File: src/rtl/cdb_arbiter_if.sv
// Common Data Bus arbiter bus bundle: per-FU completion requests in,
// same-cycle ack and the registered CDB broadcast out.
// master = FU/consumer side, slave = arbiter side.
interface cdb_arbiter_if #(
  parameter int NUM_FU    = 6,
  parameter int ROB_TAG_W = 5,
  parameter int PREG_W    = 6,
  parameter int XLEN      = 32
);
  logic [NUM_FU:0]                req_valid;
  logic [NUM_FU:0][ROB_TAG_W-1:0] req_rob_tag;
  logic [NUM_FU:0][PREG_W-1:0]    req_preg;
  logic [NUM_FU:0][XLEN-1:0]      req_value;
  logic [NUM_FU:0]                squash_mask;
  logic [NUM_FU:0]                ack;
  logic                           cdb_valid;
  logic [ROB_TAG_W-1:0]           cdb_rob_tag;
  logic [PREG_W-1:0]              cdb_preg;
  logic [XLEN-1:0]                cdb_value;
  logic [2:0]                     cdb_fu_idx;

  modport master (
    output req_valid, req_rob_tag, req_preg, req_value, squash_mask,
    input  ack, cdb_valid, cdb_rob_tag, cdb_preg, cdb_value, cdb_fu_idx
  );

  modport slave (
    input  req_valid, req_rob_tag, req_preg, req_value, squash_mask,
    output ack, cdb_valid, cdb_rob_tag, cdb_preg, cdb_value, cdb_fu_idx
  );
endinterface

File: src/rtl/cdb_arbiter.sv
// Common Data Bus arbiter. Picks at most one eligible FU result per cycle
// (fixed priority, FU 1 highest), acks it combinationally and broadcasts it
// on the CDB one cycle later.
// Optional starvation guard: define CDB_STARVE_GUARD_EN to add per-FU wait
// counters that force a grant after STARVE_LIMIT cycles of losing.
module cdb_arbiter #(
  parameter int NUM_FU       = 6,
  parameter int ROB_TAG_W    = 5,
  parameter int PREG_W       = 6,
  parameter int XLEN         = 32,
  parameter int STARVE_LIMIT = 4
) (
  input  logic          clock,
  input  logic          reset,
  cdb_arbiter_if.slave  bus
);

  logic [NUM_FU:0] elig;   // valid, not squashed, real ROB tag
  logic [NUM_FU:0] pick;   // candidate set the priority encoder scans
  logic [NUM_FU:0] grant;  // one-hot winner (ungated by reset)
  logic [2:0]      win_idx;
  logic            any;

  // Eligibility: index 0 is reserved and never participates.
  always_comb begin
    elig = '0;
    for (int i = 1; i <= NUM_FU; i++)
      elig[i] = bus.req_valid[i] & ~bus.squash_mask[i] & (bus.req_rob_tag[i] != '0);
  end

`ifdef CDB_STARVE_GUARD_EN
  localparam int CNT_W = $clog2(STARVE_LIMIT + 1);
  logic [NUM_FU:0] starved;

  assign starved[0] = 1'b0;

  for (genvar g = 1; g <= NUM_FU; g++) begin : g_guard
    logic [CNT_W-1:0] cnt;
    assign starved[g] = elig[g] & (cnt == CNT_W'(STARVE_LIMIT));
    // Count edges spent eligible but losing; any win or drop clears it.
    always_ff @(posedge clock or posedge reset) begin
      if (reset)
        cnt <= '0;
      else if (elig[g] & ~grant[g]) begin
        if (cnt != CNT_W'(STARVE_LIMIT))
          cnt <= cnt + CNT_W'(1);
      end else
        cnt <= '0;
    end
  end

  // A starved FU pre-empts fixed priority; lowest starved index among them.
  assign pick = (|starved) ? starved : elig;
`else
  assign pick = elig;
`endif

  // Priority encoder: scan high to low so the lowest index wins.
  always_comb begin
    grant   = '0;
    win_idx = '0;
    for (int i = NUM_FU; i >= 1; i--) begin
      if (pick[i]) begin
        grant    = '0;
        grant[i] = 1'b1;
        win_idx  = 3'(i);
      end
    end
    any = |pick;
  end

  // No ack may escape while the block is held in reset.
  assign bus.ack = reset ? '0 : grant;

  // Broadcast register: load winner, or drop valid and hold the payload.
  always_ff @(posedge clock or posedge reset) begin
    if (reset) begin
      bus.cdb_valid   <= 1'b0;
      bus.cdb_rob_tag <= '0;
      bus.cdb_preg    <= '0;
      bus.cdb_value   <= '0;
      bus.cdb_fu_idx  <= '0;
    end else if (any) begin
      bus.cdb_valid   <= 1'b1;
      bus.cdb_rob_tag <= bus.req_rob_tag[win_idx];
      bus.cdb_preg    <= bus.req_preg[win_idx];
      bus.cdb_value   <= bus.req_value[win_idx];
      bus.cdb_fu_idx  <= win_idx;
    end else begin
      bus.cdb_valid   <= 1'b0;
    end
  end

endmodule

File: src/flat_wrapper.sv
// flat-port wrapper written by rule: the top's interface ports become plain ports
module cdb_arbiter_flat 
#(
  parameter int NUM_FU       = 6,
  parameter int ROB_TAG_W    = 5,
  parameter int PREG_W       = 6,
  parameter int XLEN         = 32,
  parameter int STARVE_LIMIT = 4
)
  (clock, reset, bus_req_valid, bus_req_rob_tag, bus_req_preg, bus_req_value, bus_squash_mask, bus_ack, bus_cdb_valid, bus_cdb_rob_tag, bus_cdb_preg, bus_cdb_value, bus_cdb_fu_idx);
  cdb_arbiter_if #(.NUM_FU(NUM_FU), .ROB_TAG_W(ROB_TAG_W), .PREG_W(PREG_W), .XLEN(XLEN)) bus_i ();
  input  logic clock;
  input  logic reset;
  input wire logic [$bits(bus_i.req_valid)-1:0] bus_req_valid;
  input wire logic [$bits(bus_i.req_rob_tag)-1:0] bus_req_rob_tag;
  input wire logic [$bits(bus_i.req_preg)-1:0] bus_req_preg;
  input wire logic [$bits(bus_i.req_value)-1:0] bus_req_value;
  input wire logic [$bits(bus_i.squash_mask)-1:0] bus_squash_mask;
  output wire logic [$bits(bus_i.ack)-1:0] bus_ack;
  output wire logic [$bits(bus_i.cdb_valid)-1:0] bus_cdb_valid;
  output wire logic [$bits(bus_i.cdb_rob_tag)-1:0] bus_cdb_rob_tag;
  output wire logic [$bits(bus_i.cdb_preg)-1:0] bus_cdb_preg;
  output wire logic [$bits(bus_i.cdb_value)-1:0] bus_cdb_value;
  output wire logic [$bits(bus_i.cdb_fu_idx)-1:0] bus_cdb_fu_idx;
  assign bus_i.req_valid = bus_req_valid;
  assign bus_i.req_rob_tag = bus_req_rob_tag;
  assign bus_i.req_preg = bus_req_preg;
  assign bus_i.req_value = bus_req_value;
  assign bus_i.squash_mask = bus_squash_mask;
  assign bus_ack = bus_i.ack;
  assign bus_cdb_valid = bus_i.cdb_valid;
  assign bus_cdb_rob_tag = bus_i.cdb_rob_tag;
  assign bus_cdb_preg = bus_i.cdb_preg;
  assign bus_cdb_value = bus_i.cdb_value;
  assign bus_cdb_fu_idx = bus_i.cdb_fu_idx;
  cdb_arbiter #(.NUM_FU(NUM_FU), .ROB_TAG_W(ROB_TAG_W), .PREG_W(PREG_W), .XLEN(XLEN), .STARVE_LIMIT(STARVE_LIMIT)) u_core (.clock(clock), .reset(reset), .bus(bus_i));
endmodule
File: config.mk
export PLATFORM = sky130hd
export DESIGN_NAME = cdb_arbiter_flat
export DESIGN_NICKNAME = d
export VERILOG_FILES = /design/src/rtl/cdb_arbiter_if.sv /design/src/rtl/cdb_arbiter.sv /design/src/flat_wrapper.sv
export SDC_FILE = /design/constraint.sdc
export NUM_CORES = 1
export LEC_CHECK = 0
export BUFFER_PORTS_ARGS = -buffer_cell sky130_fd_sc_hd__buf_2
export CAP_MARGIN = 20
export CORE_AREA = 2 2 145 147
export DETAILED_ROUTE_END_ITERATION = 10
export DIE_AREA = 0 0 147 149
export GPL_ROUTABILITY_DRIVEN = 0
export PLACE_DENSITY = 0.51
export SLEW_MARGIN = 20
export SYNTH_ARGS = -nofsm -noshare
export SYNTH_HDL_FRONTEND = slang
export SYNTH_SLANG_ARGS = --single-unit
File: constraint.sdc
create_clock -name clock -period 2.5 [get_ports clock]
set_clock_uncertainty 0.1 [all_clocks]
set_input_delay 0.375 -clock clock [delete_from_list [all_inputs] [get_ports clock]]
set_output_delay 0.375 -clock clock [all_outputs]
set_load 0.005 [all_outputs]
==> summary.md, run 1 <==
| Metric | Value |
|---|---|
| Status | `completed` |
| Pin slew with the least headroom to its limit | `699 ps` |
| Post-synthesis register bit count | `47` |
| Most frequent cell after synthesis | `o21ai_0` |
| Hold_buf cts | `0` |
| Synthesized area per cell | `8.21 sq um` |
| Synth Net Count | `804` |
| CTS H-tree lvls | `2` |
| Leak | `3.40 nW` |
| Post-Layout Cell Count | `1153` |
| TritonCTS clock tree | `built` |
| Largest area contributor in the netlist | `dfrtp_1` |
| I/O Buffers | `334` |
| Max-slew violations | `0` |
| Setup TNS | `0 ps` |
| Worst Setup End Kind | `output port` |
| DR vias/cell | `4.79` |
| Syn-to-layout area delta | `73.3%` |
| CP Data Required Time | `2030 ps` |
| Wire per inst | `18.6 um` |
| Top_reg_cell synth | `dfrtp_1` |
| Nets | `1191` |
| Max_slew headroom | `53.4%` |
| Warnings from Yosys | `0` |
| DRT Pass-1 Iters | `5` |
| Placed instance count | `1138` |
| Rows | `53` |
| IO Count | `371` |
| Die width | `147 um` |
| EDFF count, synth | `0` |
| Min setup slack post-route | `81.4 ps` |
| Share of cells above drive strength 1 | `53.6%` |
| Largest net degree at the start of global routing | `48` |
| Clock slew at reported path FFs | `70 ps` |
| Proportion of netlist area held by the largest area contributor | `29.4%` |
| Netlist cell types | `46` |
| Net Sw Frac | `34.5%` |
| Detailed Place HPWL | `17100 um` |
| Total gr overflow | `0` |
| Maxcap violations | `0` |
| Post-Route WL | `21500 um` |
| Fraction of the yosys area taken by sequential cells | `29.4%` |
| Most frequent cells after synthesis | `o21ai_0 (95), nand2_1 (53), dfrtp_1 (47), mux2i_1 (44), a22oi_1 (42)` |
| Hold Worst Slack | `204 ps` |
| Setup crit start kind | `input port` |
| Internal | `2.07 mW` |
| Tmin final | `2420 ps` |
| Clk sinks | `47` |
| F_max | `413 MHz` |
| Synth async-reset ratio | `100%` |
| Initial drt markers | `229` |
| First-pass GRT wire length | `31400 um` |
| ANT nets after route | `0` |
| Post-layout util | `33.7%` |
| Fillcell total | `2244` |
| Worst Path Max Fanout | `8` |
| Cells after Synth | `487` |
| Pre-CTS setup slack | `-357 ps` |
| Chip height | `149 um` |
| Crit share post-route | `96.7%` |
| Vias | `5518` |
| Die area | `0.0219 sq mm` |
| Final Hold Viols | `0` |
| Clk buf depth | `2` |
| Global Route Usage Sum | `18.6%` |
| Tot Pwr | `3.16 mW` |
| Cell area after synthesis | `0.00400 sq mm` |
| Finished Cell Area | `0.00693 sq mm` |
| Starting Density | `19.4%` |
| Logic pwr share | `42.6%` |
| CTS Buf Count | `5` |
| Vias in the first global route | `5491` |
| Post-DP Area | `0.00659 sq mm` |
| CTS root buf | `clkbuf_16` |
| Psw | `1.09 mW` |
| Antenna violations before repair | `3` |
| Max VDD drop | `0.325 mV` |
| Worst Hold Class | `input port to flip-flop` |
| Clk_lat worst skew | `300 ps` |
| DR DRC count | `0` |
| Clk pwr share | `27.0%` |
| Setup violations, final | `0` |
| CP Class | `input port to output port` |
| Worst EP arrival | `1940 ps` |
| Sequential power share | `30.4%` |
| Dominant cells by area after synthesis | `dfrtp_1 (29%), o21ai_0 (12%), mux2i_1 (11%), a22oi_1 (7.9%), a221oi_1 (5.9%)` |
| Core area | `0.0206 sq mm` |
| Power per cell area | `457 mW/mm^2` |
layout by cell type, fill, tap and decap left out, types with 8 or more instances in the layout:
| cell type | instances |
|---|---|
| o21ai_0 | 73 |
| a22oi_1 | 42 |
| mux2i_1 | 44 |
| o31ai_1 | 8 |
| buf_12 | 10 |
| o22a_1 | 8 |
| nand3_1 | 9 |
| nand2_1 | 52 |
| a221oi_1 | 27 |
| buf_2 | 334 |
| nor2_1 | 31 |
| buf_4 | 75 |
| dfrtp_1 | 47 |
| o21ai_1 | 24 |
per-layer routing:
metal  vias up  part of all wire, %  track usage, %
met4         0                  1.4            3.65
met2       241                   51            34.0
met5         -                    0               0
met3        13                  7.1            4.62
li1       2675                    -               -
met1      2589                   41            22.3
worst max-delay path, stage by stage:
cell,delay [ps]
buf_2,110
or4_4,570
o21a_4,280
buf_4,150
nor2_4,150
inv_2,50
nor3_1,110
buf_2,150
kinds of logic (layout without fill, tap and decap cells):
group | Yosys count | count (layout) | share of synthesized area (%)
DFF | 47 | 47 | 29.4
other | 1 | 4 | 0.0938
muxes | 45 | 45 | 11.3
and+or+nand+nor | 125 | 126 | 14.5
buffers and inverters | 46 | 433 | 5.95
AOI/OAI and AO/OA | 223 | 223 | 38.7
flip-flops by register name (all words and copies together) (netlist names):
signal / cells
u_core.bus.cdb_fu_idx: 3
u_core.bus.cdb_valid: 1
u_core.bus.cdb_rob_tag: 5
u_core.bus.cdb_preg: 6
u_core.bus.cdb_value: 32
power groups by stage:
stage	Clock, mW	Sequential, mW	Combinational (mW)
floorplan	0	0.986	0.603
global placement	0	0.977	1.31
detailed placement	0	0.976	1.32
CTS	0.886	0.963	1.33
global route	0.918	0.979	1.49
finish	0.854	0.963	1.35
layout make-up:
cell class / instances / area, sq um / share of cell area [%]
antenna: 3 / 7.51 / 0.108
tap: 275 / 344 / 4.97
multi-input combinational: 395 / 2740 / 39.6
sequential: 47 / 1180 / 17.0
clock buffer: 6 / 139 / 2.01
timing repair buffer: 422 / 2460 / 35.6
clock inverter: 2 / 38.8 / 0.560
inverter: 3 / 11.3 / 0.163
final timing paths:
| check | slack (ps) | to | startpoint | depth (start not counted) |
|---|---|---|---|---|
| worst max-delay path | 80 | bus_ack[3] | bus_req_rob_tag[11] | 8 |
| worst min-delay path | 200 | u_core.bus.cdb_value[19]$_DFFE_PP0P_ | bus_req_value[211] | 3 |
| worst max register to register | 1450 | u_core.bus.cdb_rob_tag[0]$_DFFE_PP0P_ | u_core.bus.cdb_rob_tag[0]$_DFFE_PP0P_ | 2 |
| worst min register to register | 380 | u_core.bus.cdb_fu_idx[1]$_DFFE_PP0P_ | u_core.bus.cdb_fu_idx[1]$_DFFE_PP0P_ | 2 |
| max in group asynchronous | 1570 | u_core.bus.cdb_value[0]$_DFFE_PP0P_ | reset | 3 |
| min in group asynchronous | 270 | u_core.bus.cdb_fu_idx[1]$_DFFE_PP0P_ | reset | 3 |
repair_timing:
action | 4_1_cts | 5_1_grt
gates resized for setup | 9 | 17
gates cloned | 0 | 2
setup endpoints to repair | 11 | 41
pin swaps | 1 | 6
buffers inserted | 0 | 2
Note: power is estimated with default switching activity, not from simulation.
==> run 2, diff against run 1 <==
--- a/config.mk
+++ b/config.mk
@@ -8,6 +8,7 @@
 export BUFFER_PORTS_ARGS = -buffer_cell sky130_fd_sc_hd__buf_2
 export CAP_MARGIN = 20
 export CORE_AREA = 2 2 145 147
+export CTS_BUF_LIST = sky130_fd_sc_hd__clkbuf_16
 export DETAILED_ROUTE_END_ITERATION = 10
 export DIE_AREA = 0 0 147 149
 export GPL_ROUTABILITY_DRIVEN = 0
==> summary.md, run 2 (synthesis gave the netlist of run 1 again) <==
| Metric | Value |
|---|---|
| Status | `completed` |
| Worst Hold Class | `input port to flip-flop` |
| First-pass GRT wire length | `31400 um (about the same)` |
| Reg2reg setup slack | `1450 ps (about the same)` |
| DRT Pass-1 Iters | `5 (unchanged)` |
| Psw | `1.08 mW (-0.58%)` |
| Max VDD drop | `0.326 mV (about the same)` |
| Worst R2R Path Depth | `2 (unchanged)` |
| Final Hold Viols | `0 (unchanged)` |
| Wire length on met2 | `10900 um (about the same)` |
| Worst Path Max Fanout | `8 (unchanged)` |
| CP Class | `input port to output port` |
| Pin slew with the least headroom to its limit | `700 ps (+0.926 ps)` |
| CP max stage cell | `or4_4` |
| Core area | `0.0206 sq mm (unchanged)` |
| Most frequent CP cell | `buf_2` |
| Clock slew at reported path FFs | `70 ps (about the same)` |
| Die area | `0.0219 sq mm (unchanged)` |
| Total gr overflow | `0 (unchanged)` |
| Hold Path Sink | `u_core.bus.cdb_value[19]$_DFFE_PP0P_` |
| Setup crit start kind | `input port` |
| Hold path start | `bus_req_value[211]` |
| FF-to-FF End | `u_core.bus.cdb_rob_tag[0]$_DFFE_PP0P_` |
| Initial drt markers | `224 (-2.2%)` |
| Tot Pwr | `3.13 mW (-1.2%)` |
| Finished Cell Area | `0.00692 sq mm (-0.14%)` |
| Max_slew headroom | `53.3% (-0.062 points)` |
| Met3 wire len | `1560 um (+1.6%)` |
| Clk buf depth | `2 (unchanged)` |
| F_max | `413 MHz (about the same)` |
| Top sig layer | `met4` |
| Crit share post-route | `96.8% (about the same)` |
| Largest net degree at the start of global routing | `48 (unchanged)` |
| Largest registers | `u_core.bus.cdb_value x32, u_core.bus.cdb_preg x6, u_core.bus.cdb_rob_tag x5` |
| Post-DP Area | `0.00659 sq mm (unchanged)` |
| Hold_buf cts | `0 (unchanged)` |
| Chip height | `149 um (unchanged)` |
| Global Route Usage Sum | `18.6% (-0.020 points)` |
| Detailed Place HPWL | `17100 um (unchanged)` |
| Maxcap violations | `0 (unchanged)` |
| Commonest non-fill, non-tap cell in the layout | `buf_2` |
| Share of cells above drive strength 1 | `53.5% (-0.11 points)` |
| Sequential power share | `30.8% (+0.4 points)` |
| Critical Path Source | `bus_req_rob_tag[11]` |
| Cell Chain, Critical Path | `buf_2, or4_4, o21a_4, buf_4, nor2_4, inv_2, nor3_1, buf_2` |
| I/O Buffers | `334 (unchanged)` |
| Power per cell area | `452 mW/mm^2 (-1.0%)` |
| Metal1 wirelength | `8680 um (-0.56%)` |
| Post-Route WL | `21500 um (-0.14%)` |
| Syn-to-layout area delta | `73.0%` |
| Rows | `53 (unchanged)` |
| Register with the most flip-flops | `u_core.bus.cdb_value` |
| CP Data Required Time | `2030 ps (about the same)` |
| CTS root buf | `clkbuf_16` |
| Antenna violations before repair | `3 (unchanged)` |
| Max-slew violations | `0 (unchanged)` |
| Critical R2R Launch | `u_core.bus.cdb_rob_tag[0]$_DFFE_PP0P_` |
| ANT nets after route | `0 (unchanged)` |
| Vias | `5541 (+0.42%)` |
| IO Count | `371 (unchanged)` |
| Worst Setup End Kind | `output port` |
| Die width | `147 um (unchanged)` |
| Wire per inst | `18.6 um (-0.14%)` |
| CTS Buf Count | `5 (unchanged)` |
| CTS H-tree lvls | `2 (unchanged)` |
| Post-layout util | `33.6% (-0.049 points)` |
| Tmin final | `2420 ps (+1.03 ps)` |
| DR vias/cell | `4.81 (+0.42%)` |
| Clk pwr share | `26.1% (-0.9 points)` |
| Placed instance count | `1138 (unchanged)` |
| Most frequent cells in the layout | `buf_2 (334), buf_4 (75), o21ai_0 (73)` |
| DR DRC count | `0 (unchanged)` |
| Clk_lat worst skew | `300 ps (about the same)` |
| Logic pwr share | `43.1% (+0.5 points)` |
| Max FFs per register | `32 (unchanged)` |
| Clk sinks | `47 (unchanged)` |
| Hold path cells | `3 (unchanged)` |
| Nets | `1191 (unchanged)` |
| Setup violations, final | `0 (unchanged)` |
| Net Sw Frac | `34.7% (+0.21 points)` |
| Vias in the first global route | `5491 (unchanged)` |
| Hold Worst Slack | `204 ps (+0.0610 ps)` |
| TritonCTS clock tree | `built` |
| Largest stage delay on the critical path | `570 ps (about the same)` |
| Starting Density | `19.4% (unchanged)` |
| Post-Layout Cell Count | `1153 (unchanged)` |
| Leak | `3.40 nW (-0.17%)` |
| Internal | `2.04 mW (-1.5%)` |
| Worst EP arrival | `1940 ps (about the same)` |
[run 2: cell count changes in the layout (fill, tap and decap cells not counted), sizes merged]
cell	change
clkbuf	-1
clkinv	+1
[run 2: cell type report]
class                      instances  area, sq um
antenna                            3         7.51
clock inverter                     3         42.5
fill                            2243        13600
multi-input combinational        395         2740
tap                              275          344
sequential                        47         1180
inverter                           3         11.3
clock buffer                       5          125
timing repair buffer             422         2460
[run 2: power by group through the flow]
stage          clock network [mW]  registers [mW]  logic, mW
2_1_floorplan                   0           0.986      0.603
3_3_place_gp                    0           0.977       1.31
3_5_place_dp                    0           0.976       1.32
4_1_cts                     0.854           0.963       1.33
5_1_grt                     0.882           0.979       1.49
6_report                    0.817           0.963       1.35
[run 2: per-layer routing]
| layer | vias up | track usage [%] |
|---|---|---|
| met5 | - | 0 |
| met4 | 0 | 3.65 |
| met3 | 13 | 4.62 |
| met2 | 247 | 34.0 |
| met1 | 2602 | 22.2 |
| li1 | 2679 | - |
[run 2: repair_timing]
item                                    in CTS  in global routing
setup buffers                                0                  2
endpoints found under the setup margin      11                 41
resized for setup                            9                 17
pin swaps                                    1                  6
cloned                                       0                  2
[run 2: how the worst max path moves through the flow]
stage / end / slack, ps
after floorplan: u_core.bus.cdb_value[26]$_DFFE_PP0P_ / -20
after global placement: u_core.bus.cdb_value[5]$_DFFE_PP0P_ / -300
after detailed placement: u_core.bus.cdb_value[12]$_DFFE_PP0P_ / -360
after CTS: bus_ack[5] / 8
after global routing: u_core.bus.cdb_value[25]$_DFFE_PP0P_ / -9
final: bus_ack[3] / 80
[run 2: critical path: cells and delay by family]
family | cells | cell delay (ps)
compound gates | 1 | 280
simple gates | 3 | 830
buf+inv | 4 | 460
[run 2: stage by stage]
stage | setup WS (ps) | setup TNS, ps
floorplan | -21.7 | -217
global placement | -305 | -12420
detailed placement | -357 | -13570
CTS | 7.78 | 0
global route | -8.69 | -10.7
finish | 80.4 | 0
